## src/rtl/wb_mailbox_pkg.sv

```systemverilog
// Shared constants for the Wishbone mailbox: register offsets, STATUS/CTRL
// bit positions and the bus-handshake FSM states.
package wb_mailbox_pkg;

    // Word offsets taken from wbs_adr_i[3:2]
    localparam logic [1:0] OFF_DATA   = 2'd0;
    localparam logic [1:0] OFF_STATUS = 2'd1;
    localparam logic [1:0] OFF_CTRL   = 2'd2;
    localparam logic [1:0] OFF_RSVD   = 2'd3;

    localparam int ST_M2S_FULL  = 0;
    localparam int ST_M2S_EMPTY = 1;
    localparam int ST_S2M_FULL  = 2;
    localparam int ST_S2M_EMPTY = 3;
    localparam int ST_OVF       = 8;
    localparam int ST_UNF       = 9;
    localparam int ST_M2S_CNT   = 12;
    localparam int ST_S2M_CNT   = 16;

    localparam int CTRL_IRQ_EN  = 0;
    localparam int CTRL_FLUSH   = 1;

    typedef enum logic {
        S_IDLE,
        S_ACK
    } state_t;

endpackage

```

## src/rtl/mbx_fifo.sv

```systemverilog
// Power-of-two FIFO with a show-ahead head output; push while full and pop
// while empty are ignored, and flush empties it regardless of push/pop.
module mbx_fifo #(
    parameter int DEPTH = 4,
    parameter int WIDTH = 32
) (
    input  logic             clk,
    input  logic             rst,
    input  logic             push,
    input  logic             pop,
    input  logic             flush,
    input  logic [WIDTH-1:0] wdata,
    output logic [WIDTH-1:0] rdata,
    output logic             full,
    output logic             empty,
    output logic [4:0]       count
);
    localparam int AW = (DEPTH > 1) ? $clog2(DEPTH) : 1;

    logic [WIDTH-1:0] mem [DEPTH];
    logic [AW-1:0]    wr_ptr, rd_ptr;
    logic [AW:0]      cnt;
    logic             do_push, do_pop;

    assign full    = (cnt == (AW+1)'(DEPTH));
    assign empty   = (cnt == '0);
    assign do_push = push & ~full;
    assign do_pop  = pop & ~empty;
    assign count   = 5'(cnt);
    // Head reads as 0 when empty so downstream sees a clean value after reset/flush
    assign rdata   = empty ? '0 : mem[rd_ptr];

    always_ff @(posedge clk or posedge rst) begin
        if (rst) begin
            wr_ptr <= '0;
            rd_ptr <= '0;
            cnt    <= '0;
        end else if (flush) begin
            wr_ptr <= '0;
            rd_ptr <= '0;
            cnt    <= '0;
        end else begin
            if (do_push) wr_ptr <= wr_ptr + AW'(1);
            if (do_pop)  rd_ptr <= rd_ptr + AW'(1);
            case ({do_push, do_pop})
                2'b10:   cnt <= cnt + (AW+1)'(1);
                2'b01:   cnt <= cnt - (AW+1)'(1);
                default: cnt <= cnt;
            endcase
        end
    end

    always_ff @(posedge clk) begin
        if (do_push) mem[wr_ptr] <= wdata;
    end

endmodule

```

## src/rtl/wb_mailbox.sv

```systemverilog
// Wishbone slave mailbox: a 4-word register window fronting one FIFO toward
// the SoC (m2s) and one from the SoC (s2m), with sticky error flags and an IRQ.
module wb_mailbox
    import wb_mailbox_pkg::*;
#(
    parameter logic [31:0] BASE_ADDR = 32'h3000_0000,
    parameter int          DEPTH     = 4
) (
    input  logic        wb_clk_i,
    input  logic        wb_rst_i,
    input  logic        wbs_stb_i,
    input  logic        wbs_cyc_i,
    input  logic        wbs_we_i,
    input  logic [3:0]  wbs_sel_i,
    input  logic [31:0] wbs_dat_i,
    input  logic [31:0] wbs_adr_i,
    output logic        wbs_ack_o,
    output logic [31:0] wbs_dat_o,
    output logic [31:0] m2s_data_o,
    output logic        m2s_valid_o,
    input  logic        m2s_ready_i,
    input  logic [31:0] s2m_data_i,
    input  logic        s2m_valid_i,
    output logic        s2m_ready_o,
    output logic        irq_o
);
    state_t      state, next_state;
    logic        sel_hit, ack;
    logic [1:0]  off;
    logic        wr, rd, m2s_push, s2m_pop, ctrl_wr, st_wr, flush;
    logic        m2s_full, m2s_empty, s2m_full, s2m_empty;
    logic [4:0]  m2s_count, s2m_count;
    logic [31:0] s2m_head, status, rdata;
    logic        irq_en, ovf, unf;
    logic        unused;

    assign sel_hit = wbs_cyc_i & wbs_stb_i & (wbs_adr_i[31:4] == BASE_ADDR[31:4]);

    always_ff @(posedge wb_clk_i or posedge wb_rst_i) begin
        if (wb_rst_i) state <= S_IDLE;
        else          state <= next_state;
    end

    always_comb begin
        next_state = state;
        ack        = 1'b0;
        case (state)
            S_IDLE: if (sel_hit) next_state = S_ACK;
            S_ACK: begin
                ack        = 1'b1;
                next_state = S_IDLE;
            end
            default: next_state = S_IDLE;
        endcase
    end

    // All register side effects are qualified by ack, i.e. happen once per access
    assign off      = wbs_adr_i[3:2];
    assign wr       = ack & wbs_we_i;
    assign rd       = ack & ~wbs_we_i;
    assign m2s_push = wr & (off == OFF_DATA);
    assign s2m_pop  = rd & (off == OFF_DATA);
    assign st_wr    = wr & (off == OFF_STATUS);
    assign ctrl_wr  = wr & (off == OFF_CTRL) & wbs_sel_i[0];
    assign flush    = ctrl_wr & wbs_dat_i[CTRL_FLUSH];

    mbx_fifo #(.DEPTH(DEPTH), .WIDTH(32)) u_m2s (
        .clk   (wb_clk_i),
        .rst   (wb_rst_i),
        .push  (m2s_push),
        .pop   (m2s_ready_i),
        .flush (flush),
        .wdata (wbs_dat_i),
        .rdata (m2s_data_o),
        .full  (m2s_full),
        .empty (m2s_empty),
        .count (m2s_count)
    );

    mbx_fifo #(.DEPTH(DEPTH), .WIDTH(32)) u_s2m (
        .clk   (wb_clk_i),
        .rst   (wb_rst_i),
        .push  (s2m_valid_i),
        .pop   (s2m_pop),
        .flush (flush),
        .wdata (s2m_data_i),
        .rdata (s2m_head),
        .full  (s2m_full),
        .empty (s2m_empty),
        .count (s2m_count)
    );

    assign m2s_valid_o = ~m2s_empty;
    assign s2m_ready_o = ~s2m_full;

    // Sticky flags: a set in the same cycle as a clear wins
    always_ff @(posedge wb_clk_i or posedge wb_rst_i) begin
        if (wb_rst_i) begin
            irq_en <= 1'b0;
            ovf    <= 1'b0;
            unf    <= 1'b0;
            irq_o  <= 1'b0;
        end else begin
            ovf   <= (m2s_push & m2s_full)  | (ovf & ~(st_wr & wbs_dat_i[ST_OVF]));
            unf   <= (s2m_pop  & s2m_empty) | (unf & ~(st_wr & wbs_dat_i[ST_UNF]));
            irq_o <= irq_en & ~s2m_empty;
            if (ctrl_wr) irq_en <= wbs_dat_i[CTRL_IRQ_EN];
        end
    end

    always_comb begin
        status                     = '0;
        status[ST_M2S_FULL]        = m2s_full;
        status[ST_M2S_EMPTY]       = m2s_empty;
        status[ST_S2M_FULL]        = s2m_full;
        status[ST_S2M_EMPTY]       = s2m_empty;
        status[ST_OVF]             = ovf;
        status[ST_UNF]             = unf;
        status[ST_M2S_CNT +: 4]    = m2s_count[3:0];
        status[ST_S2M_CNT +: 4]    = s2m_count[3:0];
    end

    always_comb begin
        rdata = '0;
        if (rd) begin
            case (off)
                OFF_DATA:   rdata = s2m_head;
                OFF_STATUS: rdata = status;
                OFF_CTRL:   rdata[CTRL_IRQ_EN] = irq_en;
                OFF_RSVD:   rdata = '0;
                default:    rdata = '0;
            endcase
        end
    end

    assign wbs_ack_o = ack;
    assign wbs_dat_o = rdata;

    assign unused = ^{wbs_adr_i[1:0], wbs_sel_i[3:1], m2s_count[4], s2m_count[4]};

endmodule

```

## config.mk

```make
export PLATFORM = sky130hd
export DESIGN_NAME = wb_mailbox
export DESIGN_NICKNAME = d
export VERILOG_FILES = /design/src/rtl/wb_mailbox_pkg.sv /design/src/rtl/mbx_fifo.sv /design/src/rtl/wb_mailbox.sv
export SDC_FILE = /design/constraint.sdc
export NUM_CORES = 1
export LEC_CHECK = 0
export BUFFER_PORTS_ARGS = -buffer_cell sky130_fd_sc_hd__buf_2
export CORE_UTILIZATION = 53
export CTS_BUF_LIST = sky130_fd_sc_hd__clkbuf_4
export DETAILED_ROUTE_END_ITERATION = 8
export PLACE_DENSITY = 0.79
export SLEW_MARGIN = 10
export SYNTH_ARGS = -nofsm -noshare
export SYNTH_HDL_FRONTEND = slang
export SYNTH_SLANG_ARGS = --single-unit
```

## constraint.sdc

```tcl
create_clock -name wb_clk_i -period 2.4 [get_ports wb_clk_i]
set_input_delay 0.24 -clock wb_clk_i [delete_from_list [all_inputs] [get_ports wb_clk_i]]
set_output_delay 0.24 -clock wb_clk_i [all_outputs]
set_load 0.02 [all_outputs]
```

==> results of run 1 <==
critical path: stages (launching register included):
cell	delay, ns
dfrtp_2	0.46
buf_12	0.14
buf_16	0.14
mux4_2	0.53
a22o_1	0.21
buf_6	0.14
cells by family after synthesis:
logic type	after synthesis
muxes	65
buffers and inverters	40
xor gates and xnor gates	6
DFF	275
and+or+nand+nor	133
AOI/OAI and AO/OA	32
adders and majority gates	10
worst paths after layout:
path | from | end | cells past startpoint
worst max-delay path | u_s2m.rd_ptr[0] | wbs_dat_o[13] | 5
worst min-delay path | wbs_we_i | irq_en | 3
worst max register to register | u_m2s.cnt[0] | u_m2s.cnt[2] | 7
worst min register to register | unf | unf | 2
max in group asynchronous | wb_rst_i | u_s2m.cnt[1] | 3
min in group asynchronous | wb_rst_i | u_m2s.rd_ptr[1] | 3
what timing repair did:
| action | 4_1_cts | 5_1_grt |
|---|---|---|
| endpoints found under the setup margin | 64 | 66 |
| hold buffers | 73 | 0 |
| buffers inserted | 9 | 7 |
| endpoints found under the hold margin | 281 | 0 |
| pin swaps | 3 | 3 |
| cloned | 6 | 2 |
| resized for setup | 116 | 88 |
routing by layer:
layer  GRT usage  vias up  wire [microns]
li1            -     2978               -
met1      0.2865     3391            9791
met2      0.4433      372           14710
met3     0.06313       70            1899
met4      0.1260        0             930
met5           0        -               0
power groups by stage:
stage	Clock (mW)	Sequential, mW	Combinational (mW)
2_1_floorplan	0	5.95	0.522
3_3_place_gp	0	5.95	0.844
3_5_place_dp	0	5.99	0.886
4_1_cts	4.18	5.90	1.02
5_1_grt	4.51	5.96	1.13
6_report	4.19	5.93	1.05
registers in the layout, indices dropped and copies added (netlist names):
name / flops
u_m2s.mem: 128
ovf: 1
u_m2s.wr_ptr: 2
state: 1
u_m2s.rd_ptr: 2
irq_en: 1
unf: 1
u_s2m.rd_ptr: 2
u_s2m.cnt: 3
u_m2s.cnt: 3
u_s2m.mem: 128
u_s2m.wr_ptr: 2
irq_o: 1
layout by cell type (no fill, tap or decap), drive strengths merged, types with 2 or more instances in the layout:
cell type,count
a211oi,2
a21oi,6
a22o,8
and3,29
buf,210
bufinv,2
clkbuf,109
clkinv,12
clkinvlp,2
dfrtp,19
dlygate4sd3,72
edfxtp,256
fa,2
ha,8
inv,9
mux4,64
nand2,14
nand3,4
nand4,3
nor2,15
nor2b,33
nor3,12
nor3b,3
nor4,5
o211ai,2
o21a,2
o21ai,5
or3,3
or3b,2
or4b,3
xnor2,4
xor2,2
metrics by stage:
step	TNS (ns)	instances	instance area (sq um)	utilization	hold slack, ns
5_1_grt	-7.288	1209	14940	0.7362	0.05036
6_report	-2.273	1209	14940	0.7362	0.1014
2_1_floorplan	0	561	11030	-	0.1911
3_3_place_gp	0	992	12320	0.6069	0.4199
3_5_place_dp	0	992	12320	0.6069	0.4379
4_1_cts	-5.052	1204	14610	0.7198	0.02163
area by class of cell:
cell class / instances / area share
sequential: 275 / 0.5467
multi-input combinational: 247 / 0.2021
timing repair buffer: 284 / 0.1634
clock buffer: 107 / 0.05375
tap: 270 / 0.02261
clock inverter: 17 / 0.009210
inverter: 8 / 0.002009
antenna: 1 / 0.0001674
==> impl_metrics.tcl, run 1 <==
set metrics [dict create \
    status "finished with violations" \
    violations "negative setup slack" \
    clk_transition_reported_paths_ns 0.07 \
    clk_latency_ns 0.67 \
    fin_nets 1004 \
    maxCapViolCount 0 \
    syn_to_final_growth_pct 35.54 \
    core.rowCount 52 \
    ys_seq_elements 275 \
    fin_ws_ns -0.1355 \
    place_hpwl_microns 14180 \
    initial_core_util 0.5431 \
    ys_top_cells_by_area "edfxtp_1 70%, mux4_2 13%, dfrtp_1 4.3%" \
    crit_arrival_ns 2.30 \
    power.switching_mw 2.742 \
    sw_frac_of_total 0.2454 \
    multi_input_area_sq_um 3020 \
    drc 0 \
    portBuffers 169 \
    syn_nets 678 \
    wirelength_microns 27330 \
    ff_latch_area_sq_um 8170 \
    critPathKind "reg2out" \
    dieArea_sq_um 21380 \
    grt_setup_unrepaired "yes" \
    grt_pass1_wl_microns 40050 \
    avgSynthCellArea_sq_um 19.65 \
    netlist.area_leader.share 0.6972 \
    finalClockSkew_ns 0.06113 \
    netlist_instances 561 \
    globalRouteOverflowTotal 0 \
    fin_crit_sh 1.056 \
    antenna_found_initial 1 \
    gp_congestion 0.8491 \
    min_path_type "in2reg" \
    grt_pass1_vias 7360 \
    cts_root_buf "clkbuf_4" \
    synth_async_sr_flop_share 0.06909 \
    critPathCaptureType "output pin" \
    drtIter0Drc 483 \
    maxSlewViolCount 0 \
    cts_made_buffers 71 \
    num_io_pins 175 \
    grt_use_total 0.2521 \
    dr.pass1.iters 4 \
    synth_top_family_by_area "multiplexers" \
    power_frac_clock 0.375 \
    core-area_sq_um 20300 \
    synth_edf_count 256 \
    routed_via_density 5.634 \
    cts_tree "done" \
    fill_cells 1105 \
    ys.flop_type "edfxtp_1" \
    combPwrFrac 0.094 \
    leakage_nw 5.463 \
    cp-start-kind "flop" \
    vias 6811 \
    layout_min_cycle_time_ns 2.535 \
    internal-power_mw 8.432 \
    cts_buffer_depth 3 \
    ys_seq_area_frac 0.7404 \
    synth_most_common_cell "edfxtp_1" \
    wl_per_cell_microns 22.60 \
    muxShareOfSynthArea 0.1318 \
    power_frac_seq 0.531 \
    clock.fmax_mhz 394.4 \
    syn_area_sq_um 11030 \
    synth_fa_ha_area_frac 0.01271 \
    power_density_nw_per_um2 747.7 \
    tightest_slew_ns 0.8278 \
    pre_cts_slack_ns 0.2113 \
    yosysTopAreaCell "edfxtp_1" \
    hold_violations 0 \
    worstPathRequired_ns 2.16 \
    detail-route-antenna-nets 0 \
    ir_drop_v 0.0006725 \
    synthXorXnorAreaFrac 0.004766 \
    yosysUniqueCellTypes 52 \
    cp_max_fo 8 \
    power_mw 11.17 \
    setup_violations 43 \
    yosys_warnings 0 \
    synth-compound-area-share 0.02236 \
    cts_sinks 275 \
    ff2ff_setup_slack_ns 0.13 \
    die_w_microns 146.2 \
    grt_max_degree 34 \
    yosys.area_share.simple 0.07217 \
    die_y_microns 146.2 \
    htree_levels 3 \
    relSlewSlack 0.4475 \
    synth_common_cells "256 x edfxtp_1, 64 x mux4_2, 33 x nor2b_1, 28 x and3_1, 21 x clkbuf_1" \
    layout-drive-gt1-share 0.4904 \
]
No activity file was read; power rests on OpenSTA's default activity.
==> run 2, diff against run 1 <==
- CORE_MARGIN: not set -> 10
- GPL_TIMING_DRIVEN: not set -> 1
- SKIP_CTS_REPAIR_TIMING: not set -> 1
==> run 2 against run 1 <==
Die area is 26% higher. Routed wire length is 3.7% higher. Non-clock buffer count is 19 higher. Clock skew is 0.040 ns higher. Sequential share of layout area is 0.53 points lower. Critical endpoint is now wbs_dat_o[19]. The flow still finishes with violations (negative setup slack). Setup slack better by 0.015 ns. First-iteration DRC count is 1.4% higher. Power is 2.8% lower. Worst hold slack worse by 0.034 ns. Count of clock-buffer cells in the layout is 9 lower.
==> impl_metrics.tcl, run 2 (same netlist as run 1, synthesis figures left out) <==
set metrics [dict create \
    status "finished with violations" \
    violations "negative setup slack" \
    crit_arrival_ns 2.28 \
    diodes 0 \
    portBuffers 169 \
    die_w_microns 164.2 \
    post-place-cells 988 \
    detail-route-antenna-nets 0 \
    cts_root_buf "clkbuf_4" \
    routed_via_density 5.533 \
    final_cell_mix "256 x edfxtp_1, 110 x buf_2, 98 x clkbuf_4" \
    dieArea_sq_um 26970 \
    drtIter0Drc 490 \
    critPathKind "reg2out" \
    power_density_nw_per_um2 718.8 \
    cts_made_buffers 69 \
    relSlewSlack 0.4126 \
    maxSlewViolCount 0 \
    cts_tree "done" \
    htree_levels 3 \
    antenna_found_initial 1 \
    grt_pass1_vias 6848 \
    hold_violations 0 \
    num_io_pins 175 \
    final_common_cell "edfxtp_1" \
    cts_sinks 275 \
    cpMostUsedCell "buf_6" \
    crit_path_max_incr_delay_ns 0.54 \
    wirelength_microns 28340 \
    layout_min_cycle_time_ns 2.520 \
    tns_ns -1.624 \
    layout-drive-gt1-share 0.4963 \
    syn_to_final_growth_pct 37.01 \
    initial_core_util 0.5414 \
    core.rowCount 52 \
    reg_top3 "u_m2s.mem (128), u_s2m.mem (128)" \
    grt_use_total 0.1752 \
    cp_top_family "multiplexers" \
    core-area_sq_um 20360 \
    crit_buf_inv 3 \
    crit_slowest_cell "mux4_2" \
    worstPathRequired_ns 2.16 \
    stdcell_count 1225 \
    fin_crit_sh 1.050 \
    die_y_microns 164.2 \
    place_hpwl_microns 15680 \
    dr.pass1.iters 4 \
    wl_per_cell_microns 23.14 \
    grt_pass1_wl_microns 36440 \
    gp_congestion 0.8001 \
    final_util 0.7418 \
    path_cells "buf_6 -> clkbuf_16 -> mux4_2 -> and3_4 -> buf_6" \
    leakage_nw 5.538 \
    grt_max_degree 34 \
    fin_ws_ns -0.1201 \
    cp-start-kind "flop" \
    maxCapViolCount 0 \
    clk_latency_ns 0.68 \
    clock.fmax_mhz 396.8 \
    tightest_slew_ns 0.8811 \
    clk_transition_reported_paths_ns 0.07 \
    grt_setup_unrepaired "yes" \
    cp_max_fo 6 \
    setup_violations 30 \
    fin_nets 1021 \
    globalRouteOverflowTotal 0 \
    min_path_type "in2reg" \
    vias 6778 \
    critPathCaptureType "output pin" \
    ir_drop_v 0.0006101 \
    drc 0 \
    finalClockSkew_ns 0.1014 \
    cts_buffer_depth 3 \
]
==> run 2: cell types whose count changed in the layout (fill, tap and decap cells not counted), moves of 6 or more <==
cell,previous run,this run
nor2b_1,15,9
buf_6,50,61
buf_2,116,110
buf_4,29,40
clkbuf_4,107,98
clkinv_1,8,19
==> run 2: final cells by class <==
type,count,area [sq um]
fill,1188,5259
timing repair buffer,303,2651
inverter,8,30.03
tap,270,337.8
multi-input combinational,247,3043
sequential,275,8178
clock buffer,98,735.7
clock inverter,24,130.1
==> run 2: power by group <==
group	switching, mW	total [mW]	internal (mW)
Clock	1.82	3.82	2.00
Combinational	0.648	1.11	0.461
Sequential	0.175	5.92	5.75
==> run 2: tightest hold or removal path, stage by stage <==
cell and delay [ns]:
buf_2 0.13, nand3_1 0.13, o211ai_1 0.10, nand2_1 0.07
==> run 2: through the flow <==
step / power, mW / hold slack [ns] / cell area, sq um / setup WS, ns
global route: 11.34 / 0.05302 / 15110 / -0.1972
finish: 10.86 / 0.06723 / 15110 / -0.1201
floorplan: 6.468 / 0.1911 / 11030 / 0.08649
detailed placement: 6.931 / 0.4408 / 12330 / 0.1684
global placement: 6.834 / 0.4000 / 12330 / 0.2863
CTS: 10.67 / -0.2633 / 13200 / -0.3704
==> run 2: final timing paths <==
path	start	endpoint	slack (ns)	cells after the start
max	u_s2m.rd_ptr[0]	wbs_dat_o[19]	-0.12	5
min	wbs_we_i	u_s2m.cnt[1]	0.07	4
max reg2reg	state	u_s2m.cnt[2]	0.15	7
min reg2reg	irq_en	irq_o	0.54	1
max in group asynchronous	wb_rst_i	u_s2m.rd_ptr[0]	1.47	3
min in group asynchronous	wb_rst_i	u_m2s.cnt[2]	0.32	3
==> run 2: metal layers <==
layer  track usage  vias to the layer above  share of wire
met5             0                        -        0.00056
met4       0.06905                        2          0.023
met3       0.06233                       61          0.071
met2        0.2993                      284           0.55
met1        0.1971                     3418           0.35
li1              -                     3013              -
==> run 3, diff against run 2 <==
- SYNTH_HIERARCHICAL: not set -> 1
==> run 3 against run 2 <==
The flow still finishes with violations (negative setup slack). Combinational power is 150% higher. Cell area is 0.37% higher. First-iteration DRC count is 37% lower. Critical path depth is 1 higher. Via count is 0.38% higher. Register-to-register slack better by 0.02 ns. Worst hold slack worse by 0.021 ns. Setup slack worse by 0.094 ns. Cell count is 2.3% higher. Fmax is 3.6% lower.
==> impl_metrics.tcl, run 3 <==
set metrics [dict create \
    core-area_sq_um 21150 \
    grt_use_total 0.1704 \
    die_y_microns 167.3 \
    layout-drive-gt1-share 0.4688 \
    globalRouteOverflowTotal 0 \
    gr-usage-met3 0.05501 \
    cts_made_buffers 69 \
    crit_path_max_incr_delay_ns 0.49 \
    min_path_cells 4 \
    grt_pass1_wl_microns 38270 \
    detail-route-antenna-nets 0 \
    avgSynthCellArea_sq_um 18.97 \
    multi_input_area_sq_um 3239 \
    setup_violations 46 \
    fill_cells 1256 \
    min_path_type "in2reg" \
    ff2ff_path_depth 6 \
    hold_violations 0 \
    vias 6804 \
    num_io_pins 175 \
    wirelength_microns 26670 \
    grt_setup_unrepaired "yes" \
    cts_root_buf "clkbuf_4" \
    final_util 0.7167 \
    clk_latency_ns 0.64 \
    crit_arrival_ns 2.37 \
    maxCapViolCount 0 \
    syn_nets 723 \
    leakage_nw 5.665 \
    finalInstanceArea_sq_um 15160 \
    crit_slowest_cell "mux4_2" \
    cts_sinks 275 \
    cts_tree "done" \
    grt_pass1_vias 7141 \
    violations "negative setup slack" \
    place_hpwl_microns 15620 \
    relSlewSlack 0.5964 \
    reg_top3 "u_m2s/mem (128), u_s2m/mem (128)" \
    stdcell_count 1253 \
    critPathKind "reg2out" \
    worstPathRequired_ns 2.16 \
    finalClockSkew_ns 0.04462 \
    dr.pass1.iters 4 \
    ir_drop_v 0.0005999 \
    fin_nets 1046 \
    layout_min_cycle_time_ns 2.614 \
    drc 0 \
    htree_levels 3 \
    final_common_cell "edfxtp_1" \
    post-place-cells 1039 \
    grt_util_met2 0.2933 \
    maxSlewViolCount 0 \
    syn_to_final_growth_pct 31.89 \
    tightest_slew_ns 0.6054 \
    portBuffers 169 \
    routed_via_density 5.430 \
    netlist_instances 606 \
    initial_core_util 0.5434 \
    clk_transition_reported_paths_ns 0.07 \
    yosys_warnings 6 \
    clock.fmax_mhz 382.5 \
    path_cells "buf_4 -> buf_12 -> mux4_2 -> nor2b_1 -> a22o_2 -> buf_4" \
    cpMostUsedCell "buf_4" \
    dpl_cell_area_sq_um 12740 \
    die_w_microns 167.3 \
    status "finished with violations" \
    syn_area_sq_um 11500 \
    use_met1 0.1958 \
    cp-start-kind "flop" \
    fin_crit_sh 1.089 \
    wl_per_cell_microns 21.29 \
    fin_ws_ns -0.2144 \
    top_usage_layer "met2" \
    cts_buffer_depth 3 \
    pre_cts_slack_ns 0.2441 \
    dieArea_sq_um 27980 \
    power_density_nw_per_um2 848.5 \
    antenna_found_initial 2 \
    critPathCaptureType "output pin" \
    ff_latch_area_sq_um 8173 \
    drtIter0Drc 310 \
    final_cell_mix "256 x edfxtp_1, 122 x buf_2, 98 x clkbuf_4" \
    gp_congestion 0.7703 \
    core.rowCount 53 \
    grt_max_degree 45 \
    cp_max_fo 9 \
]
==> run 3: cell types whose count changed in the layout (fill, tap and decap cells not counted), sizes merged, moves of 5 or more <==
cell / delta
and2b: +10
and2: +27
buf: -10
and3: -28
clkinv: -5
nor2b: +24
a22o: +7
==> run 3: layout make-up <==
cell class,count,share of cell area
Antenna cell,1,0.0001650
Clock buffer,98,0.04852
Clock inverter,21,0.01345
Inverter,9,0.002228
Multi-Input combinational cell,288,0.2136
Sequential cell,275,0.5390
Tap cell,275,0.02269
Timing Repair Buffer,286,0.1603
==> run 3: metrics by stage <==
stage                     power (mW)  hold WS (ns)  setup TNS, ns
after CTS                      12.43       -0.5280         -13.43
after global placement         8.192        0.1914              0
after global routing           13.48       0.05521         -12.06
final                          12.87       0.04616         -5.011
after detailed placement       8.307        0.1988              0
after floorplan                7.623       0.01852              0
==> run 3: worst paths after layout <==
path,slack [ns],from,endpoint
worst max-delay path,-0.21,u_s2m/rd_ptr[0],wbs_dat_o[3]
worst min-delay path,0.05,s2m_valid_i,u_s2m/cnt[2]
worst max register to register,0.17,state,u_m2s/mem[3][17]
worst min register to register,0.52,irq_en,irq_o
max in group asynchronous,1.97,wb_rst_i,u_s2m/rd_ptr[1]
min in group asynchronous,0.11,wb_rst_i,state
==> run 3: metal layers <==
metal	vias up	wire length, microns
met4	2	452
li1	3069	-
met2	226	14560
met5	-	13
met3	41	1466
met1	3466	10180
==> run 3: where the power goes <==
group | internal, mW | switching [mW]
clock | 2.33 | 1.78
combinational | 1.50 | 1.26
sequential | 5.78 | 0.220
==> run 3: critical path, delay by kind of cell (launching register included) <==
kind | cells | cell delay, ns
simple gates | 1 | 0.14
buf+inv | 3 | 0.43
compound gates | 1 | 0.25
flops | 1 | 0.41
mux | 1 | 0.49
